==> src/rtl/instr_cache_arbiter_pkg.sv <==
// Shared types and defaults for the tile instruction-cache arbiter.
// Consumers import with: import instr_cache_arbiter_pkg::*;
package instr_cache_arbiter_pkg;

  localparam int unsigned ICACHE_ARB_NUM_REQ   = 2;
  localparam int unsigned ICACHE_ARB_MAX_OUTST = 4;

  typedef logic [$clog2(ICACHE_ARB_NUM_REQ)-1:0] icache_arb_id_t;

  typedef enum logic [0:0] {
    StIdle,
    StLocked
  } arb_state_e;

  function automatic logic [31:0] sat_inc(logic [31:0] v);
    return (v == '1) ? v : v + 32'd1;
  endfunction

endpackage

==> src/rtl/instr_cache_arbiter_if.sv <==
// Requester-side and I$-side bus of the instruction-cache arbiter.
// slave = arbiter view, master = surrounding environment (requesters + I$).
interface instr_cache_arbiter_if #(
  parameter int unsigned NumReq = 2,
  parameter int unsigned AddrW  = 32,
  parameter int unsigned DataW  = 32
);
  logic [NumReq-1:0]       req_i;
  logic [NumReq*AddrW-1:0] addr_i;
  logic [NumReq-1:0]       gnt_o;
  logic [NumReq-1:0]       rvalid_o;
  logic [DataW-1:0]        rdata_o;
  logic                    cache_req_o;
  logic [AddrW-1:0]        cache_addr_o;
  logic                    cache_gnt_i;
  logic                    cache_rvalid_i;
  logic [DataW-1:0]        cache_rdata_i;
  logic                    err_o;

  modport slave (
    input  req_i, addr_i, cache_gnt_i, cache_rvalid_i, cache_rdata_i,
    output gnt_o, rvalid_o, rdata_o, cache_req_o, cache_addr_o, err_o
  );

  modport master (
    output req_i, addr_i, cache_gnt_i, cache_rvalid_i, cache_rdata_i,
    input  gnt_o, rvalid_o, rdata_o, cache_req_o, cache_addr_o, err_o
  );
endinterface

==> src/rtl/instr_cache_arbiter_id_fifo.sv <==
// Synchronous FIFO holding the requester id of each outstanding I$ transaction.
// Full is taken from the registered count, so a same-cycle pop does not free a slot.
module instr_cache_arbiter_id_fifo #(
  parameter int unsigned Depth  = 4,
  parameter type         WidthT = logic
) (
  input  logic  clk_i,
  input  logic  rst_ni,
  input  logic  push_i,
  input  logic  pop_i,
  input  WidthT data_i,
  output logic  full_o,
  output logic  empty_o,
  output WidthT head_o
);
  localparam int unsigned PtrW = (Depth > 1) ? $clog2(Depth) : 1;
  localparam int unsigned CntW = $clog2(Depth) + 1;

  WidthT            r_mem [Depth];
  logic [PtrW-1:0]  r_wptr;
  logic [PtrW-1:0]  r_rptr;
  logic [CntW-1:0]  r_cnt;
  logic             w_push;
  logic             w_pop;

  assign full_o  = (r_cnt == CntW'(Depth));
  assign empty_o = (r_cnt == '0);
  assign head_o  = r_mem[r_rptr];
  assign w_push  = push_i & ~full_o;
  assign w_pop   = pop_i & ~empty_o;

  always_ff @(posedge clk_i or negedge rst_ni) begin
    if (!rst_ni) begin
      r_wptr <= '0;
      r_rptr <= '0;
      r_cnt  <= '0;
    end else begin
      if (w_push) r_wptr <= r_wptr + 1'b1;
      if (w_pop)  r_rptr <= r_rptr + 1'b1;
      r_cnt <= r_cnt + CntW'(w_push) - CntW'(w_pop);
    end
  end

  always_ff @(posedge clk_i) begin
    if (w_push) r_mem[r_wptr] <= data_i;
  end

endmodule

==> src/rtl/instr_cache_arbiter.sv <==
// Round-robin arbiter sharing one I$ port among NumReq fetch requesters, in-order responses.
// Optional per-requester perf counters enabled by defining MAGIA_ICACHE_ARB_PERF_EN.
module instr_cache_arbiter
  import instr_cache_arbiter_pkg::*;
#(
  parameter int unsigned NumReq   = ICACHE_ARB_NUM_REQ,
  parameter int unsigned AddrW    = 32,
  parameter int unsigned DataW    = 32,
  parameter int unsigned MaxOutst = ICACHE_ARB_MAX_OUTST
) (
  input  logic                  clk_i,
  input  logic                  rst_ni,
  instr_cache_arbiter_if.slave  bus
`ifdef MAGIA_ICACHE_ARB_PERF_EN
  ,
  output logic [NumReq*64-1:0]  perf_cnt_o
`endif
);
  localparam int unsigned IdW = (NumReq > 1) ? $clog2(NumReq) : 1;
  typedef logic [IdW-1:0] id_t;

  arb_state_e r_state, w_state_d;
  id_t        r_rr_ptr, w_rr_ptr_d;
  id_t        r_lock_id, w_lock_id_d;
  id_t        w_winner, w_sel, w_head;
  logic       r_err;
  logic       w_full, w_empty, w_creq, w_hs, w_pop;

  always_comb begin : rr_search
    logic        found;
    int unsigned idx;
    found    = 1'b0;
    idx      = 0;
    w_winner = r_rr_ptr;
    for (int unsigned k = 0; k < NumReq; k++) begin
      idx = (32'(r_rr_ptr) + k) % NumReq;
      if (!found && bus.req_i[idx]) begin
        w_winner = id_t'(idx);
        found    = 1'b1;
      end
    end
  end

  assign w_sel  = (r_state == StLocked) ? r_lock_id : w_winner;
  assign w_creq = (|bus.req_i) & ~w_full;
  assign w_hs   = w_creq & bus.cache_gnt_i;
  assign w_pop  = bus.cache_rvalid_i & ~w_empty;

  always_comb begin
    w_state_d   = r_state;
    w_lock_id_d = r_lock_id;
    w_rr_ptr_d  = r_rr_ptr;
    unique case (r_state)
      StIdle: begin
        if (w_creq && !bus.cache_gnt_i) begin
          w_state_d   = StLocked;
          w_lock_id_d = w_winner;
        end
      end
      StLocked: begin
        if (w_hs) w_state_d = StIdle;
      end
      default: w_state_d = StIdle;
    endcase
    if (w_hs) w_rr_ptr_d = id_t'((32'(w_sel) + 32'd1) % NumReq);
  end

  always_ff @(posedge clk_i or negedge rst_ni) begin
    if (!rst_ni) begin
      r_state   <= StIdle;
      r_lock_id <= '0;
      r_rr_ptr  <= '0;
      r_err     <= 1'b0;
    end else begin
      r_state   <= w_state_d;
      r_lock_id <= w_lock_id_d;
      r_rr_ptr  <= w_rr_ptr_d;
      if (bus.cache_rvalid_i && w_empty) r_err <= 1'b1;
    end
  end

  instr_cache_arbiter_id_fifo #(
    .Depth  (MaxOutst),
    .WidthT (id_t)
  ) u_id_fifo (
    .clk_i   (clk_i),
    .rst_ni  (rst_ni),
    .push_i  (w_hs),
    .pop_i   (w_pop),
    .data_i  (w_sel),
    .full_o  (w_full),
    .empty_o (w_empty),
    .head_o  (w_head)
  );

  // Outputs are forced low while reset is asserted, independent of the inputs.
  always_comb begin
    bus.gnt_o        = '0;
    bus.rvalid_o     = '0;
    bus.rdata_o      = '0;
    bus.cache_req_o  = 1'b0;
    bus.cache_addr_o = '0;
    bus.err_o        = 1'b0;
    if (rst_ni) begin
      bus.cache_req_o  = w_creq;
      bus.cache_addr_o = bus.addr_i[32'(w_sel)*AddrW +: AddrW];
      bus.gnt_o[w_sel] = w_hs;
      bus.err_o        = r_err;
      if (w_pop) begin
        bus.rvalid_o[w_head] = 1'b1;
        bus.rdata_o          = bus.cache_rdata_i;
      end
    end
  end

`ifdef MAGIA_ICACHE_ARB_PERF_EN
  logic [31:0] r_grant_cnt [NumReq];
  logic [31:0] r_stall_cnt [NumReq];

  always_ff @(posedge clk_i or negedge rst_ni) begin
    if (!rst_ni) begin
      for (int unsigned i = 0; i < NumReq; i++) begin
        r_grant_cnt[i] <= '0;
        r_stall_cnt[i] <= '0;
      end
    end else begin
      for (int unsigned i = 0; i < NumReq; i++) begin
        if (bus.gnt_o[i]) r_grant_cnt[i] <= sat_inc(r_grant_cnt[i]);
        if (bus.req_i[i] && !bus.gnt_o[i]) r_stall_cnt[i] <= sat_inc(r_stall_cnt[i]);
      end
    end
  end

  for (genvar g = 0; g < NumReq; g++) begin : g_perf
    assign perf_cnt_o[g*64 +: 64] = {r_stall_cnt[g], r_grant_cnt[g]};
  end
`endif

endmodule

==> src/flat_wrapper.sv <==
// flat-port wrapper written by rule: the top's interface ports become plain ports
module instr_cache_arbiter_flat import instr_cache_arbiter_pkg::*;
#(
  parameter int unsigned NumReq   = ICACHE_ARB_NUM_REQ,
  parameter int unsigned AddrW    = 32,
  parameter int unsigned DataW    = 32,
  parameter int unsigned MaxOutst = ICACHE_ARB_MAX_OUTST
)
  (clk_i, rst_ni, bus_req_i, bus_addr_i, bus_cache_gnt_i, bus_cache_rvalid_i, bus_cache_rdata_i, bus_gnt_o, bus_rvalid_o, bus_rdata_o, bus_cache_req_o, bus_cache_addr_o, bus_err_o);
  instr_cache_arbiter_if #(.NumReq(NumReq), .AddrW(AddrW), .DataW(DataW)) bus_i ();
  input  logic clk_i;
  input  logic rst_ni;
  input wire logic [$bits(bus_i.req_i)-1:0] bus_req_i;
  input wire logic [$bits(bus_i.addr_i)-1:0] bus_addr_i;
  input wire logic [$bits(bus_i.cache_gnt_i)-1:0] bus_cache_gnt_i;
  input wire logic [$bits(bus_i.cache_rvalid_i)-1:0] bus_cache_rvalid_i;
  input wire logic [$bits(bus_i.cache_rdata_i)-1:0] bus_cache_rdata_i;
  output wire logic [$bits(bus_i.gnt_o)-1:0] bus_gnt_o;
  output wire logic [$bits(bus_i.rvalid_o)-1:0] bus_rvalid_o;
  output wire logic [$bits(bus_i.rdata_o)-1:0] bus_rdata_o;
  output wire logic [$bits(bus_i.cache_req_o)-1:0] bus_cache_req_o;
  output wire logic [$bits(bus_i.cache_addr_o)-1:0] bus_cache_addr_o;
  output wire logic [$bits(bus_i.err_o)-1:0] bus_err_o;
  assign bus_i.req_i = bus_req_i;
  assign bus_i.addr_i = bus_addr_i;
  assign bus_i.cache_gnt_i = bus_cache_gnt_i;
  assign bus_i.cache_rvalid_i = bus_cache_rvalid_i;
  assign bus_i.cache_rdata_i = bus_cache_rdata_i;
  assign bus_gnt_o = bus_i.gnt_o;
  assign bus_rvalid_o = bus_i.rvalid_o;
  assign bus_rdata_o = bus_i.rdata_o;
  assign bus_cache_req_o = bus_i.cache_req_o;
  assign bus_cache_addr_o = bus_i.cache_addr_o;
  assign bus_err_o = bus_i.err_o;
  instr_cache_arbiter #(.NumReq(NumReq), .AddrW(AddrW), .DataW(DataW), .MaxOutst(MaxOutst)) u_core (.clk_i(clk_i), .rst_ni(rst_ni), .bus(bus_i));
endmodule
==> config.mk <==
export PLATFORM = sky130hd
export DESIGN_NAME = instr_cache_arbiter_flat
export DESIGN_NICKNAME = d
export VERILOG_FILES = /design/src/rtl/instr_cache_arbiter_pkg.sv /design/src/rtl/instr_cache_arbiter_if.sv /design/src/rtl/instr_cache_arbiter_id_fifo.sv /design/src/rtl/instr_cache_arbiter.sv /design/src/flat_wrapper.sv
export SDC_FILE = /design/constraint.sdc
export NUM_CORES = 1
export LEC_CHECK = 0
export ABC_AREA = 0
export CAP_MARGIN = 5
export CORE_UTILIZATION = 32
export CTS_CLUSTER_DIAMETER = 40
export CTS_CLUSTER_SIZE = 25
export DETAILED_ROUTE_END_ITERATION = 7
export PLACE_DENSITY = 0.87
export SETUP_SLACK_MARGIN = 0.2
export SYNTH_ARGS = -nofsm -noshare
export SYNTH_HDL_FRONTEND = slang
export SYNTH_SLANG_ARGS = --single-unit
==> constraint.sdc <==
create_clock -name clk_i -period 3.9 [get_ports clk_i]
set_input_delay 0.78 -clock clk_i [delete_from_list [all_inputs] [get_ports clk_i]]
set_output_delay 0.78 -clock clk_i [all_outputs]
set_load 0.05 [all_outputs]
**Yosys cells after proc, flatten, opt, wreduce, memory -nomap -nowiden**

Memory sizes are Yosys's and may differ from the RTL's.
Cells that the tools add are included.

- Output and inout bits: 70
- Bits in writable memories: 4
- Register bits: 11
- Logic and storage cells: 65
- Input bits: 102
- Memories: 1

Memory list:

| name | depth | width | rd ports | clocked after Yosys merged registers in | wr ports | line | text |
|---|---|---|---|---|---|---|---|
| u_core.u_id_fifo.r_mem | 4 | 1 | 1 | 0 | 1 | instr_cache_arbiter_id_fifo.sv:19 | `WidthT r_mem [Depth];` |

- Mux-type cells: 24
- Order comparisons: 6
- Equal/unequal tests: 1
- $add $sub $neg: 6
- Shift operators: 1
- Reductions and logical operators: 10
- Bitwise operators: 9

Operators by type and width:

| kind | count |
|---|---|
| 32-bit two-way mux | 3 |
| 64-bit by 7-bit variable part select with 32-bit output | 1 |
| 1-bit two-way mux | 15 |
| 1-bit by 2-bit less-than comparator with 1-bit output, second input constant | 4 |
| 2-bit two-way mux | 3 |
| 1-bit AND | 5 |
| 1-bit logical AND | 5 |
| 2-bit by 1-bit adder with 2-bit output, second input constant | 2 |
| 3-bit by 1-bit adder with 3-bit output | 1 |
| 3-bit == test, second input constant | 1 |
| 3-bit zero test | 1 |
| 1-bit inverter | 3 |
| 3-bit by 1-bit subtractor with 3-bit output | 1 |
| 1-bit adder, second input constant | 2 |
| 2-bit AND | 1 |
| 1-bit demux with 1-bit select | 2 |
| 1-bit >= comparator, second input constant | 2 |
| 1-bit zero test | 2 |
| 1-bit one-hot mux with 2 select lines | 1 |
| 2-bit AND reduction | 1 |
| 2-bit OR reduction | 1 |

**Longest topological paths before layout**

- Depth after elaboration: 13
- Mapped depth: 11
- Depth with buffers taken out: 10

**Modules after synthesis**

A second synthesis with hierarchy kept.

- Cells, all modules: 222
- Area, all modules: 1,711.6 um2

By module, submodules not included:

| module | seq. area each (um2) | times used | area an instance (um2) | cells an instance |
|---|---|---|---|---|
| instr_cache_arbiter | 100.1 | 1 | 1,116.1 | 175 |
| instr_cache_arbiter_id_fifo | 295.3 | 1 | 595.6 | 47 |

**Worst setup path after synthesis**

No wires, ideal clock.

- Path type: input -> output
- Start: in bus_req_i[0]
- End: out bus_cache_addr_o[10]
- Cell stages on the path: 5
- Slack: 0.876 ns
- Path buffers: 2
- Required time: 3.120 ns
- Arrival time: 2.244 ns
- Cells stage by stage: a21boi_1 > o31a_1 > buf_6 > buf_12 > mux2i_1

- Cells in the longest elaborated chain, start to end: 9
- Elaborated cells on any way between the ends: 11
- Those cells by class: shift: 1; mux: 8; reduce/logical: 2

Ends and longest elaborated chain:

| item | line | text |
|---|---|---|
| from (decl) | flat_wrapper.sv:13 | `input wire logic [$bits(bus_i.req_i)-1:0] bus_req_i;` |
| 1-bit two-way mux (not written as such) (2 in series) | instr_cache_arbiter.sv:37 | `if (!found && bus.req_i[idx]) begin` |
| 1-bit two-way mux | instr_cache_arbiter.sv:37 |  |
| 1-bit zero test | instr_cache_arbiter.sv:37 |  |
| 1-bit logical AND * | instr_cache_arbiter.sv:37 |  |
| 1-bit two-way mux * | instr_cache_arbiter.sv:37 |  |
| 1-bit two-way mux * | instr_cache_arbiter.sv:44 | `assign w_sel = (r_state == StLocked) ? r_lock_id : w_winner;` |
| 64-bit by 7-bit variable part select with 32-bit output * | instr_cache_arbiter.sv:106 | `bus.cache_addr_o = bus.addr_i[32'(w_sel)*AddrW +: AddrW];` |
| 32-bit two-way mux * | instr_cache_arbiter.sv:104 | `if (rst_ni) begin` |
| to (decl) | flat_wrapper.sv:22 | `output wire logic [$bits(bus_i.cache_addr_o)-1:0] bus_cache_addr_o;` |

Every way passes the cells marked *; elsewhere a longest branch is shown, timed or not. The select of a mux whose other input is x is not followed.

**Final worst setup path**

- Start: in bus_req_i[1]
- End: out bus_cache_req_o

- Cells in the longest elaborated chain, start to end: 3

Ends and longest elaborated chain:

| item | line | text |
|---|---|---|
| 2-bit OR reduction | instr_cache_arbiter.sv:45 | `assign w_creq = (\|bus.req_i) & ~w_full;` |
| 1-bit AND | instr_cache_arbiter.sv:45 |  |
| 1-bit two-way mux | instr_cache_arbiter.sv:104 |  |
| to (decl) | flat_wrapper.sv:21 | `output wire logic [$bits(bus_i.cache_req_o)-1:0] bus_cache_req_o;` |

No other way between the ends.

==> impl_metrics.env <==
export IMPL_min_delay_path_class="reg -> reg"
export IMPL_synth_enable_flop_cells=4
export IMPL_ctsRootBufferMaster="sky130_fd_sc_hd__clkbuf_8"
export IMPL_maxCapViolations=0
export IMPL_finalCoreUtilization_pct=72.7
export IMPL_period_share_pct=84.1
export IMPL_drt_antenna_violating_nets=0
export IMPL_cts_sinks=15
export IMPL_worst_setup_path_endpoint="bus_cache_req_o"
export IMPL_powerDensity_mw_per_mm2=501
export IMPL_tritoncts="done"
export IMPL_core_mm2=0.00507
export IMPL_yosys_top_cells_count="sky130_fd_sc_hd__nand2_1, sky130_fd_sc_hd__and3_1, sky130_fd_sc_hd__mux2i_1, sky130_fd_sc_hd__dfrtp_1, sky130_fd_sc_hd__clkbuf_1"
export IMPL_area_growth_synth_to_final_pct=119
export IMPL_worst_setup_path_start_kind="input port"
export IMPL_yosys_area_top_type_share_pct=19.0
export IMPL_postSynth_asyncResetShare_pct=73.3
export IMPL_minimum_setup_slack_after_placement_ps=597
export IMPL_setup_slack_ps=619
export IMPL_synth_top_flop_cell="sky130_fd_sc_hd__dfrtp_1"
export IMPL_setup_violations=0
export IMPL_place_congestion=0.742
export IMPL_clockPowerShare_pct=6.8
export IMPL_power_share_sequential_pct=16.5
export IMPL_worstSetupEndpointType="primary output"
export IMPL_total_switching_power_uw=942
export IMPL_fin_crit_ps=3280
export IMPL_rsz0062_at_grt="no"
export IMPL_ys_warn_count=0
export IMPL_layout_filler_cells=377
export IMPL_yosys_top_cells_area="sky130_fd_sc_hd__mux2i_1, sky130_fd_sc_hd__dfrtp_1, sky130_fd_sc_hd__nand2_1"
export IMPL_io_buffer_count=171
export IMPL_synth_area_mm2=0.00168
export IMPL_total_power_mw=1.85
export IMPL_cts_hold_buffers_added=0
export IMPL_worst_r2r_path_depth=11
export IMPL_routed_via_density=4.63
export IMPL_worst_setup_hold_path_clk_slew_ps=60
export IMPL_drt_pass1_iterations=4
export IMPL_synth_ff_latch_count=15
export IMPL_io_pin_count=172
export IMPL_global_route_usage_total_pct=20.1
export IMPL_synthCells=213
export IMPL_timing_final_hold_violations=0
export IMPL_clock_insertion_delay_worst_skew_ps=250
export IMPL_yosysMostFrequentCell="sky130_fd_sc_hd__nand2_1"
export IMPL_crit_path_max_fanout=4
export IMPL_launch_point_of_the_critical_path="bus_req_i[1]"
export IMPL_clock_skew_ps=3.15
export IMPL_place_inst=439
export IMPL_critical_path_reg2reg_endpoint="u_core.u_id_fifo.r_cnt[2]"
export IMPL_ir_worst_vdd_v=0.000711
export IMPL_globalRouteOverflowTotal=0
export IMPL_first_global_vias=1842
export IMPL_initial_standard_cell_utilization_of_the_core_pct=33.1
export IMPL_final_max_slew_viol_count=0
export IMPL_ctsLongestPathBuffers=2
export IMPL_std_cell_rows=26
export IMPL_fp_dieH_um=74.5
export IMPL_vias_post_dr=2051
export IMPL_worst_slew_pin_slew_ps=533
export IMPL_grt_first_pass_wirelength_um=8760
export IMPL_ff2ff_setup_slack_ps=1610
export IMPL_number_of_distinct_library_cells_after_synthesis=28
export IMPL_avgSynthCellArea_um2=7.89
export IMPL_antenna_diode_count=0
export IMPL_post_route_drc_count=0
export IMPL_timing_slew_headroom_pct=64.5
export IMPL_leakage_nw=1.80
export IMPL_layout_nets=483
export IMPL_post_route_cells_drive_above_1_share_pct=22.8
export IMPL_cts_resized=0
export IMPL_crit_required_ps=3120
export IMPL_combPwrFrac_pct=76.7
export IMPL_worst_setup_path_type="in -> out"
export IMPL_worst_r2r_startpoint="u_core.u_id_fifo.r_cnt[1]"
export IMPL_initialDrtViolationCount=55
export IMPL_instances_no_fill=443
export IMPL_post_cts_setup_buffer_count=0
export IMPL_floorplan_die_area_mm2=0.00555
export IMPL_achievable_freq_mhz=305
export IMPL_htree_levels=1
export IMPL_post_dp_hpwl_um=5130
export IMPL_fin_tns_setup_ps=0
export IMPL_synth_fp_nets=322
export IMPL_largest_net_degree_at_the_start_of_global_routing=67
export IMPL_wirelength_um=6190
export IMPL_cts_made_buffers=3
export IMPL_synth_largest_area_cell="sky130_fd_sc_hd__mux2i_1"
export IMPL_intPower_uw=906
export IMPL_avgRoutedWirePerCell_um=14.0
export IMPL_netSwitchingFraction_pct=51.0
export IMPL_outcome="completed"
export IMPL_arrival_ps=2500
export IMPL_synth_sequential_area_ratio_pct=23.5
export IMPL_antenna_found_initial=0
export IMPL_die_w_um=74.5
## cells by family after synthesis
kind of cell | Yosys count | share of synthesized area [%]
and+or+nand+nor | 114 | 31.7
muxes | 36 | 22.4
buffers and inverters | 27 | 9.82
DFF | 15 | 23.5
AOI/OAI and AO/OA | 9 | 4.32
adders and majority gates | 7 | 5.65
xor gates and xnor gates | 5 | 2.60
## final cells by class
| class | instances | area (um^2) | area share [%] |
|---|---|---|---|
| Tap cell | 70 | 87.6 | 2.37 |
| Timing Repair Buffer | 176 | 2010 | 54.5 |
| Multi-Input combinational cell | 171 | 1120 | 30.4 |
| Sequential cell | 15 | 395 | 10.7 |
| Clock buffer | 4 | 45.0 | 1.22 |
| Inverter | 7 | 26.3 | 0.712 |
## per-stage QoR
stage	cell area (um^2)	hold slack, ps
3_3_place_gp	3640	458
5_1_grt	3690	509
2_1_floorplan	1680	420
3_5_place_dp	3640	474
6_report	3690	479
4_1_cts	3690	488
## placed cells by master, fill, tap and decap left out, types with 2 or more instances in the layout
cell / netlist / routed
sky130_fd_sc_hd__mux2i_1: 32 / 32
sky130_fd_sc_hd__and3_1: 34 / 34
sky130_fd_sc_hd__a21oi_1: 2 / 2
sky130_fd_sc_hd__inv_1: 7 / 7
sky130_fd_sc_hd__xnor2_1: 4 / 4
sky130_fd_sc_hd__ha_1: 6 / 6
sky130_fd_sc_hd__clkdlybuf4s50_1: 0 / 102
sky130_fd_sc_hd__dfrtp_1: 11 / 11
sky130_fd_sc_hd__nand2_1: 67 / 67
sky130_fd_sc_hd__nor2_1: 5 / 5
sky130_fd_sc_hd__and2_1: 6 / 6
sky130_fd_sc_hd__clkbuf_8: 0 / 3
sky130_fd_sc_hd__buf_12: 3 / 35
sky130_fd_sc_hd__mux2_2: 3 / 3
sky130_fd_sc_hd__buf_4: 0 / 38
sky130_fd_sc_hd__edfxtp_1: 4 / 4
## worst min-delay path by stage
stage | start | to | depth (start not counted)
floorplan | u_core.r_err | u_core.r_err | 1
global placement | u_core.r_err | u_core.r_err | 1
detailed placement | u_core.r_err | u_core.r_err | 1
CTS | u_core.r_err | u_core.r_err | 1
global route | u_core.r_err | u_core.r_err | 1
finish | u_core.r_err | u_core.r_err | 1
## power groups by stage
stage               Combinational [mW]  Clock (mW)  Sequential [mW]
global placement                  1.39           0            0.301
floorplan                         1.01           0            0.289
global route                      1.50       0.134            0.315
CTS                               1.43       0.129            0.306
detailed placement                1.42           0            0.309
finish                            1.42       0.126            0.305
## state kept, by name, summed over array words and instances (netlist names), named ones only
register / cells
u_core.u_id_fifo.r_mem: 4
u_core.u_id_fifo.r_cnt: 3
u_core.u_id_fifo.r_rptr: 2
u_core.u_id_fifo.r_wptr: 2
u_core.r_err: 1
u_core.r_lock_id: 1
u_core.r_rr_ptr: 1
## metal layers
| metal | track usage [%] | vias to the layer above | share of wire, % |
|---|---|---|---|
| met4 | 3.56 | 0 | 0.71 |
| met1 | 23.8 | 931 | 38 |
| met2 | 37.8 | 80 | 54 |
| li1 | - | 1032 | - |
| met3 | 3.93 | 8 | 7.5 |
| met5 | 0 | - | 0 |
## critical path: stages
cell and delay [ps]:
sky130_fd_sc_hd__clkdlybuf4s50_1 510, sky130_fd_sc_hd__nor2_1 80, sky130_fd_sc_hd__a21oi_1 180, sky130_fd_sc_hd__and2_1 160, sky130_fd_sc_hd__clkdlybuf4s50_1 790
Power figures use the tool's default switching activity.
